===== config.mk =====
export PLATFORM = sky130hd
export DESIGN_NAME = monopix_ro_responder
export DESIGN_NICKNAME = d
export VERILOG_FILES = /design/src/rtl/monopix_ro_responder.sv
export SDC_FILE = /design/constraint.sdc
export NUM_CORES = 1
export LEC_CHECK = 0
export ABC_AREA = 1
export CAP_MARGIN = 20
export CELL_PAD_IN_SITES_DETAIL_PLACEMENT = 1
export CELL_PAD_IN_SITES_GLOBAL_PLACEMENT = 2
export CORE_MARGIN = 2
export CORE_UTILIZATION = 25
export DETAILED_ROUTE_END_ITERATION = 10
export DONT_BUFFER_PORTS = 1
export PLACE_DENSITY = 0.58
export SYNTH_ARGS = -nofsm -noshare
export SYNTH_HDL_FRONTEND = slang
export SYNTH_SLANG_ARGS = --single-unit

===== constraint.sdc =====
create_clock -name clk_bx -period 3.5 [get_ports clk_bx]
set_input_delay 0.35 -clock clk_bx [delete_from_list [all_inputs] [get_ports clk_bx]]
set_output_delay 0.35 -clock clk_bx [all_outputs]
set_load 0.05 [all_outputs]

===== src/rtl/monopix_ro_responder.sv =====
// ---------------------------------------------------------------------------
// monopix_ro_responder
//
// Pixel-matrix readout responder. Hits are Gray-coded and queued into a small
// FIFO; a controller watches `token`, raises `read`, and receives one 27-bit
// word serially on `data_out`, MSB first, DATA_DLY cycles after the request.
//
// Ports
//   clk_bx      in   single clock, rising edge
//   reset       in   asynchronous, active-high
//   hit_valid   in   push one hit this cycle
//   hit_col     in   [5:0] column address
//   hit_row     in   [8:0] row address
//   hit_le      in   [5:0] leading-edge timestamp (binary)
//   hit_te      in   [5:0] trailing-edge timestamp (binary)
//   freeze      in   holds token at its current value
//   read        in   rising edge requests one word
//   token       out  registered "word available"
//   data_out    out  registered serial data, MSB first
//   busy        out  high while a word is being delivered
//   empty_read  out  one-cycle pulse after a request against an empty FIFO
//   ovf_cnt     out  [7:0] dropped-hit count, saturating at 255
// ---------------------------------------------------------------------------
module monopix_ro_responder #(
  parameter int FIFO_DEPTH = 8,
  parameter int DATA_DLY   = 1
) (
  input  logic       clk_bx,
  input  logic       reset,
  input  logic       hit_valid,
  input  logic [5:0] hit_col,
  input  logic [8:0] hit_row,
  input  logic [5:0] hit_le,
  input  logic [5:0] hit_te,
  input  logic       freeze,
  input  logic       read,
  output logic       token,
  output logic       data_out,
  output logic       busy,
  output logic       empty_read,
  output logic [7:0] ovf_cnt
);

  localparam int AW = (FIFO_DEPTH > 1) ? $clog2(FIFO_DEPTH) : 1;
  localparam int CW = AW + 1;
  // Last WAIT count value; WAIT is skipped entirely when DATA_DLY is 1.
  localparam logic [4:0] WAIT_LAST = 5'((DATA_DLY > 1) ? DATA_DLY - 2 : 0);

  typedef enum logic [1:0] {ST_IDLE, ST_WAIT, ST_SHIFT} state_e;

  state_e          state_q, state_d;
  logic [4:0]      cnt_q, cnt_d;
  logic [26:0]     shreg_q, shreg_d;
  logic            data_out_q, data_out_d;
  logic            empty_read_q, empty_read_d;
  logic            token_q;
  logic [7:0]      ovf_q;
  logic [AW-1:0]   wr_ptr_q, rd_ptr_q;
  logic [CW-1:0]   count_q;
  logic            read_prev_q;
  logic            armed_q;
  logic [26:0]     mem_q [FIFO_DEPTH];

  logic            fifo_empty, fifo_full;
  logic            req, pop, push, drop;
  logic [26:0]     push_word;

  assign fifo_empty = (count_q == '0);
  assign fifo_full  = (count_q == CW'(FIFO_DEPTH));

  // armed_q keeps a read held high across reset release from being taken on
  // the very first edge; the edge detector then needs one more low cycle.
  assign req = read & ~read_prev_q & armed_q;

  assign push_word = {hit_col, hit_row, hit_le ^ (hit_le >> 1), hit_te ^ (hit_te >> 1)};
  // A full FIFO still takes a hit when the same cycle frees a slot.
  assign push = hit_valid & (~fifo_full | pop);
  assign drop = hit_valid & fifo_full & ~pop;

  // NOTE: every output of a combinational block gets a default first so no
  // path leaves it unassigned, which would infer a latch.
  always_comb begin
    state_d      = state_q;
    cnt_d        = cnt_q;
    shreg_d      = shreg_q;
    data_out_d   = 1'b0;
    empty_read_d = 1'b0;
    pop          = 1'b0;
    unique case (state_q)
      ST_IDLE: begin
        if (req) begin
          shreg_d      = fifo_empty ? 27'h0 : mem_q[rd_ptr_q];
          pop          = ~fifo_empty;
          empty_read_d = fifo_empty;
          cnt_d        = 5'd0;
          state_d      = (DATA_DLY == 1) ? ST_SHIFT : ST_WAIT;
        end
      end
      ST_WAIT: begin
        if (cnt_q == WAIT_LAST) begin
          cnt_d   = 5'd0;
          state_d = ST_SHIFT;
        end else begin
          cnt_d = cnt_q + 5'd1;
        end
      end
      ST_SHIFT: begin
        data_out_d = shreg_q[26];
        shreg_d    = {shreg_q[25:0], 1'b0};
        if (cnt_q == 5'd26) begin
          cnt_d   = 5'd0;
          state_d = ST_IDLE;
        end else begin
          cnt_d = cnt_q + 5'd1;
        end
      end
      default: state_d = ST_IDLE;
    endcase
  end

  // NOTE: sequential state uses non-blocking assignments so every register
  // samples pre-edge values regardless of statement order.
  always_ff @(posedge clk_bx or posedge reset) begin
    if (reset) begin
      state_q      <= ST_IDLE;
      cnt_q        <= 5'd0;
      shreg_q      <= 27'h0;
      data_out_q   <= 1'b0;
      empty_read_q <= 1'b0;
      token_q      <= 1'b0;
      ovf_q        <= 8'd0;
      wr_ptr_q     <= '0;
      rd_ptr_q     <= '0;
      count_q      <= '0;
      read_prev_q  <= 1'b0;
      armed_q      <= 1'b0;
    end else begin
      state_q      <= state_d;
      cnt_q        <= cnt_d;
      shreg_q      <= shreg_d;
      data_out_q   <= data_out_d;
      empty_read_q <= empty_read_d;
      token_q      <= freeze ? token_q : ~fifo_empty;
      read_prev_q  <= read;
      armed_q      <= 1'b1;
      if (drop && ovf_q != 8'hFF) ovf_q <= ovf_q + 8'd1;
      // Power-of-two depth: pointers wrap by natural overflow.
      if (push) wr_ptr_q <= wr_ptr_q + 1'b1;
      if (pop)  rd_ptr_q <= rd_ptr_q + 1'b1;
      unique case ({push, pop})
        2'b10:   count_q <= count_q + CW'(1);
        2'b01:   count_q <= count_q - CW'(1);
        default: count_q <= count_q;
      endcase
    end
  end

  // NOTE: the storage array is not reset; occupancy and pointers alone decide
  // which entries are valid, so clearing it would only cost reset fan-out.
  always_ff @(posedge clk_bx) begin
    if (push) mem_q[wr_ptr_q] <= push_word;
  end

  assign token      = token_q;
  assign data_out   = data_out_q;
  assign busy       = (state_q != ST_IDLE);
  assign empty_read = empty_read_q;
  assign ovf_cnt    = ovf_q;

endmodule


==> flow_metrics.py, run 1 <==
metrics = {
    "outcome": {
        "status": "complete, no violations",
    },
    "sta": {
        "tns_ps": 0,
        "final.min_clock_period_ps": 2510,
        "setup_viol": 0,
        "setup_slack_ps": 992,
        "worstMarginPinSlew_ps": 734,
        "finalHoldViolCount": 0,
        "period_share": 0.716,
        "maxSlewViolCount": 0,
        "max-slew-margin-rel": 0.510,
        "rsz0062_at_grt": "false",
        "max_freq_ghz": 0.399,
        "finalClockSkew_ps": 20.4,
    },
    "routing": {
        "route.detailed.drc": 0,
        "vias_per_cell": 4.56,
        "ant_nets": 0,
        "first_pass_iters": 4,
        "wire_per_inst_um": 20.2,
        "wirelength_um": 30000,
        "vias": 6754,
        "drt_iter0_markers": 438,
    },
    "power": {
        "peakVddDrop_v": 0.000625,
        "p_leak_nw": 4.45,
        "cellPowerDensity_mw_per_mm2": 828,
    },
    "synth": {
        "yosys.cell_types.count": 31,
        "syn-cell-area_sq_mm": 0.0108,
        "syn_nets": 877,
        "synth_edf_count": 216,
        "synthesis.instances": 839,
        "ys_warn_count": 0,
        "syn_avg_cell_area_sq_um": 12.9,
        "async_reset_ff_frac": 0.206,
        "synth-seq-cells": 272,
        "synth_seq_area_share": 0.729,
        "ys.flop_type": "edfxtp_1",
    },
    "critical_path": {
        "arrival_ps": 2710,
        "crit_buf_inv": 1,
        "cp.required_ps": 3700,
        "crit_fanout": 17,
        "critical_path_class": "reg -> reg",
        "end_kind": "flip-flop",
        "path_delay_family": "simple AND/OR/NAND/NOR gates",
        "r2r_slack_ps": 990,
        "cpPeakStageDelay_ps": 480,
        "startpoint_type": "flip-flop",
        "slowest_stage": "dfrtp_1",
        "cp_cell_sequence": "nor3_4 > o21ai_1 > or2_1 > nor2_4 > buf_12",
    },
    "run": {
        "drv_cap": 0,
    },
    "worst_hold_path": {
        "hold_class": "in -> reg",
    },
    "final_layout": {
        "fin_nets": 909,
        "finalInstanceArea_sq_mm": 0.0130,
        "layout-drive-gt1-share": 0.103,
        "n_antenna_cell": 0,
        "syn_to_final_growth_pct": 20.2,
        "utilization": 0.303,
    },
    "clock_tree": {
        "htreeDepth": 2,
        "clk_pin_slew_ps": 60,
        "cts.sinks": 272,
        "postCtsSetupBuffers": 0,
        "cts_buffers": 34,
        "clockRootBuffer": "clkbuf_16",
        "cts_buffer_depth": 3,
        "clk_latency_ps": 510,
        "cts_tree": "yes",
    },
    "global_route": {
        "grt_use_total": 0.136,
        "grt_pass1_vias": 7127,
        "antenna_found_initial": 0,
        "grt_max_degree": 65,
        "grt_pass1_wl_um": 45800,
        "globalRouteOverflowTotal": 0,
    },
    "die": {
        "die_area_sq_mm": 0.0449,
        "die_h_um": 212,
        "ios": 44,
        "fp.dieW_um": 212,
        "rows": 76,
        "core_region_area_sq_mm": 0.0429,
        "initial_core_util": 0.252,
    },
    "placed_design": {
        "place_worst_setup_slack_ps": 960,
        "placed_cell_area_sq_mm": 0.0117,
        "dp_hpwl_um": 18000,
        "place_congestion": 0.712,
        "io_buffers": 0,
    },
}
==> sequential cells by signal (all words and copies together), names as in the netlist, 3 cells and up <==
signal    cells
shreg_q      27
cnt_q         5
mem_q       216
ovf_cnt       8
count_q       4
rd_ptr_q      3
wr_ptr_q      3
==> cell type report <==
class | count | area [sq um]
clock buffer | 45 | 943
inverter | 38 | 143
clock inverter | 16 | 183
multi-input combinational | 481 | 2650
fill | 4572 | 29900
sequential | 272 | 7890
timing repair buffer | 44 | 455
tap | 585 | 732
==> Yosys cell counts, drive strengths merged (6+ instances only) <==
master	n	area [sq um]
o22ai	16	100
buf	11	56.3
ha	6	75.1
nor2	129	484
edfxtp	216	6490
xor2	21	184
o21ai	120	601
nand2	70	263
o211ai	21	158
o221ai	46	403
inv	37	139
nand3	33	170
dfrtp	56	1400
clkbuf	37	139
==> power breakdown <==
part	internal (mW)	switching, mW
sequential	4.10	0.324
clock	2.19	1.35
combinational	0.805	1.99
==> metrics by stage <==
step / total power, mW / cells / hold slack (ps)
6_report: 10.8 / 1481 / 141
5_1_grt: 11.4 / 1481 / 164
4_1_cts: 10.9 / 1481 / 133
3_5_place_dp: 7.31 / 1400 / 231
3_3_place_gp: 7.29 / 1400 / 230
2_1_floorplan: 6.20 / 839 / 381
==> tightest hold or removal path: stages <==
cell,delay (ps)
o21ai_1,110
nand2_1,90
nand2_1,50
==> worst paths after layout <==
kind                        startpoint           end  cells past startpoint
max in group asynchronous        reset   rd_ptr_q[0]                      3
max reg2reg                 state_q[1]  mem_q[0][18]                      5
min reg2reg                shreg_q[26]      data_out                      2
max                         state_q[1]  mem_q[0][18]                      5
min in group asynchronous        reset    ovf_cnt[3]                      2
min                          hit_valid   wr_ptr_q[0]                      3
==> layer usage <==
metal | GRT usage | part of all wire | wire, um | up-vias
li1 | - | - | - | 3141
met1 | 0.186 | 0.47 | 14200 | 3460
met2 | 0.219 | 0.47 | 13900 | 100
met3 | 0.0205 | 0.032 | 958 | 53
met4 | 0.0476 | 0.029 | 862 | 0
met5 | 0 | 0 | 0 | -
==> timing repair <==
action                     CTS  global route
gates resized for setup      0             0
hold buffers                20             0
hold endpoints to repair   150             0
setup endpoints to repair    0             0
==> cell families (layout without fill, tap and decap cells) <==
family,Yosys count,after routing,share of synthesized area
AOI/OAI and AO/OA,205,205,0.118
xor gates and xnor gates,25,25,0.0202
adders and majority gates,6,6,0.00694
buffers and inverters,86,143,0.0312
DFF,272,272,0.729
muxes,3,3,0.00312
other,1,1,0.000347
and+or+nand+nor,241,241,0.0910
==> placed cells by master, fill, tap and decap left out, types with 3 or more instances in the layout <==
master         count
edfxtp_1         216
nor2_1           121
o21ai_0          113
nand2_1           70
dfrtp_1           55
o221ai_1          46
clkbuf_16         35
inv_1             33
nand3_1           32
o211ai_1          21
xor2_1            21
dlygate4sd3_1     20
buf_4             18
o22ai_1           16
nor2_4             8
o21ai_1            7
clkbuf_1           7
ha_1               6
clkinv_2           6
buf_12             6
clkinv_1           5
inv_2              4
xnor2_1            4
nand4_1            4
bufinv_16          4
clkbuf_8           3
Note: power is estimated with default switching activity, not from simulation.
==> run 2, diff against run 1 <==
Settings changed: PLACE_DENSITY 0.58 to 0.6.
Clock period 3.5 ns to 2.1 ns, I/O delays scaled along.
==> flow_metrics.py, run 2 (synthesis results as in run 1) <==
metrics = {
    "outcome": {
        "status": "complete, no violations",
    },
    "final_layout": {
        "top_register": "mem_q",
        "fill_cells": 4586,
        "syn_to_final_growth_pct": 23.2,
        "final_common_cell": "edfxtp_1",
        "finalInstanceArea_sq_mm": 0.0133,
        "layout-drive-gt1-share": 0.128,
        "n_antenna_cell": 0,
        "fin_nets": 932,
        "final_cell_mix": "edfxtp_1 (216), nor2_1 (121), o21ai_0 (113)",
        "largest_reg_flops": 216,
    },
    "die": {
        "rows": 76,
        "initial_core_util": 0.252,
        "core_region_area_sq_mm": 0.0429,
        "fp.dieW_um": 212,
        "ios": 44,
        "die_h_um": 212,
        "die_area_sq_mm": 0.0449,
    },
    "routing": {
        "wire_per_inst_um": 19.2,
        "route.detailed.drc": 0,
        "ant_nets": 0,
        "drt_iter0_markers": 250,
        "vias": 6840,
        "wirelength_um": 28900,
        "first_pass_iters": 4,
        "vias_per_cell": 4.55,
    },
    "global_route": {
        "antenna_found_initial": 0,
        "grt_max_degree": 59,
        "grt_pass1_vias": 7220,
        "grt_pass1_wl_um": 44900,
        "globalRouteOverflowTotal": 0,
        "grt_use_total": 0.132,
    },
    "sta": {
        "finalHoldViolCount": 0,
        "finalClockSkew_ps": 12.9,
        "maxSlewViolCount": 0,
        "period_share": 0.985,
        "worstMarginPinSlew_ps": 1000,
        "setup_viol": 0,
        "max-slew-margin-rel": 0.331,
        "rsz0062_at_grt": "true",
        "final.min_clock_period_ps": 2070,
        "max_freq_ghz": 0.483,
    },
    "critical_path": {
        "crit_fanout": 27,
        "cpPeakStageDelay_ps": 770,
        "end_kind": "flip-flop",
        "arrival_ps": 2210,
        "critical_path_class": "reg -> reg",
        "cp_cell_sequence": "nor3_4 > o21ai_2 > inv_2 > nand2_4 > nor2_4",
        "regToRegEndpoint": "mem_q[5][11]",
        "reg2reg_depth": 5,
        "cp.required_ps": 2240,
        "startpoint_type": "flip-flop",
        "slowest_stage": "nor2_4",
        "rr_startpoint": "state_q[1]",
        "r2r_slack_ps": 30,
    },
    "clock_tree": {
        "cts.sinks": 272,
        "clk_pin_slew_ps": 60,
        "postCtsSetupBuffers": 0,
        "clockRootBuffer": "clkbuf_16",
        "htreeDepth": 2,
        "cts_buffers": 34,
        "cts_buffer_depth": 3,
        "cts_tree": "yes",
        "clk_latency_ps": 530,
    },
    "placed_design": {
        "io_buffers": 0,
        "place_congestion": 0.720,
        "dp_hpwl_um": 17000,
        "placed_cell_area_sq_mm": 0.0119,
    },
    "power": {
        "cellPowerDensity_mw_per_mm2": 1380,
        "peakVddDrop_v": 0.000628,
        "p_leak_nw": 4.62,
        "p_total_mw": 18.4,
    },
    "worst_hold_path": {
        "hold_class": "in -> reg",
        "holdCritStartpoint": "hit_te[3]",
        "hold-path-endpoint": "mem_q[5][3]",
        "hold-path-cell-count": 1,
    },
    "run": {
        "drv_cap": 0,
    },
}
## run 2: layout make-up
cell class              instances  area [sq um]  area share
flip-flops and latches        272          7890       0.592
multi-input cells             481          2660       0.200
clock buffers                  47           971      0.0729
well taps                     585           732      0.0549
repair buffers                 67           713      0.0535
clock inverters                14           209      0.0157
inverters                      38           143      0.0107
## run 2: worst max-delay path, delay by kind of cell (launching register included)
kind / cells / cell delay [ps]
AOI/OAI and AO/OA: 1 / 90
and+or+nand+nor: 3 / 1060
DFF: 1 / 430
buffers and inverters: 1 / 80
## run 2: repair_timing
action,4_1_cts,5_1_grt
endpoints found under the hold margin,159,0
gates resized for setup,1,0
hold buffers,21,0
setup endpoints to repair,108,54
pin swaps,2,0
gates cloned,0,0
## run 2: per-layer routing
layer  GRT usage  up-vias  wire length [um]
met5           0        -                 0
met4      0.0401        0               633
met3      0.0214       47               926
met2       0.218       99             13700
met1       0.179     3500             13700
li1            -     3194                 -
## run 2: how the worst max path moves through the flow
stage / from / end / slack, ps / cells past startpoint
3_5_place_dp: armed_q / mem_q[1][21] / -180 / 6
3_3_place_gp: armed_q / mem_q[1][21] / -170 / 6
6_report: state_q[1] / mem_q[5][11] / 30 / 5
5_1_grt: state_q[1] / mem_q[7][0] / -90 / 5
4_1_cts: state_q[1] / mem_q[1][19] / -120 / 5
2_1_floorplan: state_q[1] / mem_q[0][0] / -60 / 5
## run 2: power breakdown
part	total (mW)	internal, mW	switching [mW]
clock	6.16	3.86	2.30
sequential	7.28	6.84	0.445
combinational	4.96	1.57	3.39
## run 2: through the flow
stage,std cells,setup WS (ps),TNS [ps],hold WS [ps],util
finish,1504,30.9,0,26.9,0.311
CTS,1502,-122,-5320,4.60,0.310
global route,1504,-88.8,-4240,26.7,0.311
detailed placement,1420,-183,-10740,226,0.277
global placement,1420,-167,-8680,220,0.277
floorplan,839,-56.6,-4240,241,-
